<file path="src/rtl/isim_sifrele_seri.sv">
// rtl/isim_sifrele_seri.sv - serial name signature: rotate-xor over ISIM_LEN chars, space padded.
// Optional sifre_parite output when SIFRE_PARITE_EN is defined.
module isim_sifrele_seri #(
  parameter int                   ISIM_LEN  = 8,
  parameter int                   SIFRE_W   = 8,
  parameter logic [SIFRE_W-1:0]   BASLANGIC = '0
) (
  input  logic               clk,
  input  logic               rst,
  input  logic [7:0]         isim_karakter,
  input  logic               karakter_gecerli,
  input  logic               son,
  output logic               karakter_hazir,
  output logic [SIFRE_W-1:0] sifre,
  output logic               sifre_gecerli,
`ifdef SIFRE_PARITE_EN
  output logic               sifre_parite,
`endif
  input  logic               sifre_hazir
);

  localparam int CNT_W = (ISIM_LEN > 1) ? $clog2(ISIM_LEN) : 1;
  localparam logic [CNT_W-1:0] SON_POZ = CNT_W'(ISIM_LEN - 1);
  localparam logic [7:0]       BOSLUK  = 8'd32;

  typedef enum logic [1:0] {
    TOPLA  = 2'd0,
    DOLDUR = 2'd1,
    HAZIR  = 2'd2
  } durum_t;

  durum_t             durum_q, durum_d;
  logic [CNT_W-1:0]   poz_q, poz_d;
  logic [SIFRE_W-1:0] acc_q, acc_d;
  logic [SIFRE_W-1:0] sifre_q, sifre_d;
  logic               kabul;
  logic [7:0]         islenen;
  logic [SIFRE_W-1:0] acc_yeni;

  assign kabul    = karakter_gecerli && (durum_q == TOPLA);
  assign islenen  = (durum_q == DOLDUR) ? BOSLUK : isim_karakter;
  assign acc_yeni = {acc_q[SIFRE_W-2:0], acc_q[SIFRE_W-1]} ^ SIFRE_W'(islenen);

  always_ff @(posedge clk) begin
    if (rst) begin
      durum_q <= TOPLA;
      poz_q   <= '0;
      acc_q   <= BASLANGIC;
      sifre_q <= '0;
    end else begin
      durum_q <= durum_d;
      poz_q   <= poz_d;
      acc_q   <= acc_d;
      sifre_q <= sifre_d;
    end
  end

  // Next state plus datapath; sifre is only written on the edge that enters HAZIR.
  always_comb begin
    durum_d = durum_q;
    poz_d   = poz_q;
    acc_d   = acc_q;
    sifre_d = sifre_q;
    unique case (durum_q)
      TOPLA: begin
        if (kabul) begin
          acc_d = acc_yeni;
          if (poz_q == SON_POZ) begin
            durum_d = HAZIR;
            sifre_d = acc_yeni;
          end else begin
            poz_d = poz_q + 1'b1;
            if (son) durum_d = DOLDUR;
          end
        end
      end
      DOLDUR: begin
        acc_d = acc_yeni;
        if (poz_q == SON_POZ) begin
          durum_d = HAZIR;
          sifre_d = acc_yeni;
        end else begin
          poz_d = poz_q + 1'b1;
        end
      end
      HAZIR: begin
        if (sifre_hazir) begin
          durum_d = TOPLA;
          poz_d   = '0;
          acc_d   = BASLANGIC;
        end
      end
      default: begin
        durum_d = TOPLA;
        poz_d   = '0;
        acc_d   = BASLANGIC;
      end
    endcase
  end

  always_comb begin
    karakter_hazir = (durum_q == TOPLA);
    sifre_gecerli  = (durum_q == HAZIR);
    sifre          = sifre_q;
  end

`ifdef SIFRE_PARITE_EN
  logic parite_q;

  always_ff @(posedge clk) begin
    if (rst)
      parite_q <= 1'b0;
    else
      parite_q <= ^sifre_d;
  end

  assign sifre_parite = parite_q;
`endif

endmodule

</file>
<file path="config.mk">
export PLATFORM = sky130hd
export DESIGN_NAME = isim_sifrele_seri
export DESIGN_NICKNAME = d
export VERILOG_FILES = /design/src/rtl/isim_sifrele_seri.sv
export SDC_FILE = /design/constraint.sdc
export NUM_CORES = 1
export LEC_CHECK = 0
export ABC_CLOCK_PERIOD_IN_PS = 1800
export BUFFER_PORTS_ARGS = -buffer_cell sky130_fd_sc_hd__buf_4
export CORE_MARGIN = 5
export CORE_UTILIZATION = 45
export DETAILED_ROUTE_END_ITERATION = 6
export GPL_TIMING_DRIVEN = 1
export HOLD_SLACK_MARGIN = 0.06
export PLACE_DENSITY = 0.67
export SLEW_MARGIN = 40
export SYNTH_ARGS = -nofsm -noshare
export SYNTH_HDL_FRONTEND = slang
export SYNTH_SLANG_ARGS = --single-unit
</file>
<file path="constraint.sdc">
create_clock -name clk -period 1.8 [get_ports clk]
set_input_delay 0.45 -clock clk [delete_from_list [all_inputs] [get_ports clk]]
set_output_delay 0.45 -clock clk [all_outputs]
set_load 0.01 [all_outputs]
</file>
==> qor.yml, run 1 <==
synthArstFlopShare: 0
first_iter_violations: 22
dieWidth_um: 60.9
post-route-drc-count: 0
post-route-cell-area_um2: 1390
grt_pass1_wl_mm: 4.30
cts_made_buffers: 3
path_clk_slew_ns: 0.12
place.gp.congestion: 0.720
finalSetupViolCount: 0
rsz0062_at_grt: "false"
vdd_drop_max_uv: 333
crit_top_cell: "buf_4"
rows: 18
critPathMaxStageDelay_ns: 0.54
min_to: "sifre[4]$_SDFFE_PP0P_"
power.leakage_nw: 0.568
slew_viol_final: 0
post-place-cells: 185
r2r_setup_slack_ns: 0.29
whs_path_depth: 2
wl_per_cell_um: 13.5
yosysTopAreaCell: "dfxtp_1"
synth.area.top_cells: "dfxtp_1 36%, nand2_1 5.8%, xor2_1 5.3%"
synth_edf_count: 0
yosys.area.top_type_share: 0.361
path_class: "flop to output pin"
finClkSkew_ns: 0.00344
cp.required_ns: 1.35
powerDensity_nw_per_um2: 651
yosysSeqAreaShare: 0.361
tightestPinTransition_ns: 0.459
postCtsHoldBufs: 0
ys_warn_count: 0
dpl_cell_area_um2: 1360
nNetsFinal: 176
cts_num_sinks: 21
mostFrequentLayoutCells: "27 x buf_4, 20 x dfxtp_1, 18 x nand2_1"
grt_pass1_vias: 983
tns_ns: 0
outcome: "complete, no violations"
synth_area_um2: 1160
die_h_um: 60.9
r2r_start: "poz_q[0]$_SDFFE_PP0P_"
postRouteAntennaNets: 0
reg2reg_depth: 4
fmax_mhz: 602
fin_crit_ns: 1.66
firstDrtPassIters: 4
grt_use_total: 0.150
maxCapViolCount: 0
arrival_ns: 1.21
pin_count: 23
drive_above_1_share: 0.239
hold_viol: 0
path_cells: "buf_4, nor2_1, buf_4"
critPathTopFamily: "flip-flops"
ys_types: 34
stdcell_count: 189
overflow: 0
core-area_um2: 2480
grt_max_degree: 19
dp.final_hpwl_mm: 1.86
crit_buf_inv: 2
n_antenna_cell: 0
dr_total_vias: 1022
syn_nets: 152
clock_path_buffers: 2
totalWireLength_mm: 2.54
r2r_end: "poz_q[0]$_SDFFE_PP0P_"
via_per_inst: 5.41
antenna_found_initial: 0
layout_commonest_cell: "buf_4"
period_share: 0.923
cp_max_fo: 10
cts_tree: "yes"
power_w: 0.000904
avgSynthCellArea_um2: 8.56
netlist_instances: 136
slew_headroom: 0.691
start_util: 0.470
cts-htree-levels: 1
min_from: "rst"
dieArea_um2: 3700
port_buffers: 22
fin_util: 0.560
clk_latency_ns: 0.30
cp-end-kind: "output pin"
critPathLaunchType: "flop"
cp_slowest_cell: "dfxtp_1"
cts-root-buf: "clkbuf_4"
synthFlopType: "dfxtp_1"
area_growth_pct: 19.2
hold_path.class: "input pin to flop"
synth-seq-cells: 21
-- cells in the mapped netlist (2+ instances only) --
cell       count
nor2b_1        8
a31oi_1        4
o21ai_0        7
a211oi_1       4
inv_1          2
o21bai_1       2
nand4bb_1      4
nand2b_1       2
a32o_1         3
nor2_1        14
dfxtp_1       21
xor2_1         7
nand3b_1       4
a211oi_2       4
ha_1           3
buf_2          5
nand2_1       18
a21oi_1        7
a22o_1         2
-- layout make-up --
cell class	count	area, um2
timing repair buffer	27	203
inverter	2	7.51
sequential	21	422
fill	246	1090
clock buffer	4	26.3
tap	30	37.5
multi-input combinational	105	692
-- worst max-delay path by stage --
stage / from / end / slack [ns] / depth (start not counted)
after global placement: durum_q[0]$_SDFFE_PP0P_ / sifre[2]$_SDFFE_PP0P_ / 0.30 / 5
after global routing: durum_q[1]$_SDFFE_PP0P_ / sifre_gecerli / 0.03 / 2
after detailed placement: karakter_gecerli / sifre[0]$_SDFFE_PP0P_ / 0.24 / 6
after CTS: durum_q[0]$_SDFFE_PP0P_ / karakter_hazir / 0.03 / 3
after floorplan: poz_q[0]$_SDFFE_PP0P_ / sifre[2]$_SDFFE_PP0P_ / 0.40 / 6
final: durum_q[1]$_SDFFE_PP0P_ / karakter_hazir / 0.14 / 3
-- per-stage QoR --
stage | hold WS, ns | setup slack (ns)
3_3_place_gp | 0.463 | 0.300
2_1_floorplan | 0.446 | 0.402
4_1_cts | 0.451 | 0.0254
5_1_grt | 0.455 | 0.0349
6_report | 0.454 | 0.139
3_5_place_dp | 0.473 | 0.237
-- state kept, by name (all words and copies together), names as in the netlist --
| register | count |
|---|---|
| acc_q | 8 |
| sifre | 8 |
| durum_q | 2 |
| poz_q | 3 |
-- cells by family after synthesis --
logic type,synth area share
DFF,0.361
AOI/OAI and AO/OA,0.237
and+or+nand+nor,0.263
xor gates and xnor gates,0.0527
muxes,0.00968
adders and majority gates,0.0323
buffers and inverters,0.0441
-- power by group --
group	leakage (nW)	internal [W]	total, W	switching, W
Clock	0.0150	0.0000862	0.000228	0.000142
Sequential	0.172	0.000488	0.000515	0.0000268
Combinational	0.382	0.0000787	0.000161	0.0000821
Total	0.568	0.000653	0.000904	0.000251
-- per-layer routing --
| metal | GRT usage | part of all wire | vias to the layer above |
|---|---|---|---|
| met1 | 0.187 | 0.47 | 474 |
| met4 | 0.0372 | 0.0086 | 0 |
| li1 | - | - | 530 |
| met5 | 0 | 0 | - |
| met3 | 0.0255 | 0.040 | 2 |
| met2 | 0.267 | 0.48 | 16 |
-- what timing repair did --
item                       CTS  global route
buffers inserted             0             0
setup endpoints to repair    0             1
gates resized for setup      0             1
No activity file was read; power rests on OpenSTA's default activity.
==> run 2: changes to the inputs <==
- ABC_AREA: default -> 1
- ABC_CLOCK_PERIOD_IN_PS: 1800 -> 1680
- PLACE_DENSITY: 0.67 -> 0.68
- clock period: 1.8 -> 1.68 ns (I/O delays scaled with it)
==> run 2 against run 1 <==
Sequential cell count stayed put. Die area is 4.8% lower. Core utilization is 1.2 points higher. Final area is 6.2% lower. Critical path depth stayed put. Register-to-register slack better by 0.03 ns. Highest routed layer unchanged.
==> qor.yml, run 2 <==
tns_ns: 0  # unchanged
grt_max_degree: 18  # -1
first_iter_violations: 34  # +55%
grt_pass1_vias: 852  # -13%
dieWidth_um: 59.4  # -2.4%
area_growth_pct: 18.6
layout_commonest_cell: "nand2_1"
powerDensity_nw_per_um2: 1270  # +95%
n_antenna_cell: 0  # unchanged
whs_ns: 0.362  # -0.0921 ns
critPathMaxStageDelay_ns: 0.48  # -0.06 ns
crit_buf_inv: 2  # unchanged
cts_num_sinks: 21  # unchanged
fin_crit_ns: 1.52
cts-htree-levels: 1  # unchanged
yosysTopAreaCell: "dfxtp_1"
start_util: 0.482  # +0.0124
via_per_inst: 4.77  # -12%
critPathLaunchType: "flop"
finClkSkew_ns: 0.00804  # +0.00460 ns
nNetsFinal: 207  # +18%
tightestPinTransition_ns: 0.314  # -0.145 ns
overflow: 0  # unchanged
power_w: 0.00165  # +83%
hold_viol: 0  # unchanged
rows: 17  # -1
period_share: 0.903
path_cells: "inv_2, nor2_1, buf_4"
yosysSeqAreaShare: 0.383  # +0.0218
synth_xor_area_frac: 0  # -0.0527
firstDrtPassIters: 4  # unchanged
grt_pass1_wl_mm: 3.69  # -14%
cts-root-buf: "clkbuf_4"
synth.most_common_cell: "nand2_1"
synthFlopType: "dfxtp_1"
vdd_drop_max_uv: 756  # +130%
dp.final_hpwl_mm: 1.68  # -9.9%
clk_latency_ns: 0.30  # about the same
die_h_um: 59.4  # -2.4%
synthAdderAreaFrac: 0.0342  # +0.00195
ys_types: 17  # -50%
cp.required_ns: 1.26  # -0.09 ns
finalSetupViolCount: 0  # unchanged
place.gp.congestion: 0.729  # +1.2%
path_clk_slew_ns: 0.12  # about the same
cp-end-kind: "output pin"
synth-seq-cells: 21  # unchanged
avgSynthCellArea_um2: 6.57  # -23%
hold_path.class: "input pin to flop"
postCtsSetupRepairBufs: 0  # unchanged
yosys-mux-area-fraction: 0  # -0.00968
path_class: "flop to output pin"
wl_per_cell_um: 10.7  # -21%
ys_warn_count: 0  # unchanged
fin_util: 0.572  # +0.0116
pin_count: 23  # unchanged
dieArea_um2: 3530  # -4.8%
synth_top_family_by_area: "simple AND/OR/NAND/NOR gates"
cts_tree: "yes"
synth-compound-area-share: 0.111  # -0.126
fmax_mhz: 659
synthTopCellsByCount: "51 x nand2_1, 21 x dfxtp_1, 21 x nand3_1"
slew_viol_final: 0  # unchanged
critPathTopFamily: "flip-flops"
antenna_found_initial: 0  # unchanged
yosys.area.top_type_share: 0.383  # +0.0218
dr_total_vias: 1040  # +1.8%
rsz0062_at_grt: "false"
synth_edf_count: 0  # unchanged
arrival_ns: 1.10  # -0.11 ns
syn_nets: 183  # +20%
maxCapViolCount: 0  # unchanged
yosys.area_share.simple: 0.363  # +0.0992
power.leakage_nw: 0.659  # +16%
clock_path_buffers: 2  # unchanged
drive_above_1_share: 0.184  # -0.0548
port_buffers: 22  # unchanged
cts_made_buffers: 3  # unchanged
core-area_um2: 2280  # -8.1%
totalWireLength_mm: 2.33  # -8.5%
synth_area_um2: 1100  # -5.7%
cp_max_fo: 5  # -5
netlist_instances: 167  # +23%
grt_use_total: 0.138  # -0.0126
outcome: "complete, no violations"
slew_headroom: 0.789  # +0.0979
postRouteAntennaNets: 0  # unchanged
synth.area.top_cells: "dfxtp_1 38%, nand2_1 17%, nand3_1 9.6%"
cp_slowest_cell: "dfxtp_1"
synthArstFlopShare: 0  # unchanged
mostFrequentLayoutCells: "51 x nand2_1, 23 x buf_4, 21 x nand3_1, 21 x dfxtp_1, 20 x inv_1"
post-route-drc-count: 0  # unchanged
run 2: cell type report:
class,instances,area [um2]
fill,230,975
multi-input combinational,119,559
sequential,21,420
timing repair buffer,23,173
inverter,23,86.3
tap,28,35.0
clock buffer,3,22.5
clock inverter,1,5.00
run 2: path summary, 6_finish.rpt:
path,startpoint,end,slack [ns],depth (start not counted)
max,durum_q[1]$_SDFFE_PP0P_,sifre_gecerli,0.16,3
min,rst,acc_q[2]$_SDFFE_PP0P_,0.36,2
max reg2reg,poz_q[0]$_SDFFE_PP0P_,durum_q[1]$_SDFFE_PP0P_,0.32,6
min reg2reg,acc_q[4]$_SDFFE_PP0P_,acc_q[4]$_SDFFE_PP0P_,0.48,2
run 2: cells by family (layout without fill, tap and decap cells):
logic type / Yosys count / count (layout)
and+or+nand+nor: 94 / 94
buffers and inverters: 27 / 50
AOI/OAI and AO/OA: 22 / 22
DFF: 21 / 21
adders and majority gates: 3 / 3
run 2: power by group:
group	internal, W	total [W]	switching [W]	leakage (nW)
registers	0.000605	0.000709	0.000104	0.171
clock network	0.0000887	0.000243	0.000154	0.0177
logic	0.000271	0.000701	0.000430	0.470
run 2: repair_timing:
| action | CTS | global route |
|---|---|---|
| hold buffers | 0 | 0 |
| gates resized for setup | 0 | 1 |
| setup endpoints to repair | 0 | 1 |
run 2: metrics by stage:
| stage | worst slack (ns) | cell area, um2 | std cells |
|---|---|---|---|
| 2_1_floorplan | 0.434 | 1100 | 167 |
| 3_3_place_gp | 0.393 | 1270 | 214 |
| 3_5_place_dp | 0.345 | 1270 | 214 |
| 4_1_cts | 0.0843 | 1300 | 218 |
| 5_1_grt | 0.0770 | 1300 | 218 |
| 6_report | 0.163 | 1300 | 218 |
run 2: per-layer routing:
layer	wire length (um)	track usage	up-vias	part of all wire
met4	18	0.0388	0	0.0077
met1	1090	0.168	448	0.47
li1	-	-	572	-
met3	122	0.0327	2	0.052
met5	0	0	-	0
met2	1090	0.237	18	0.47
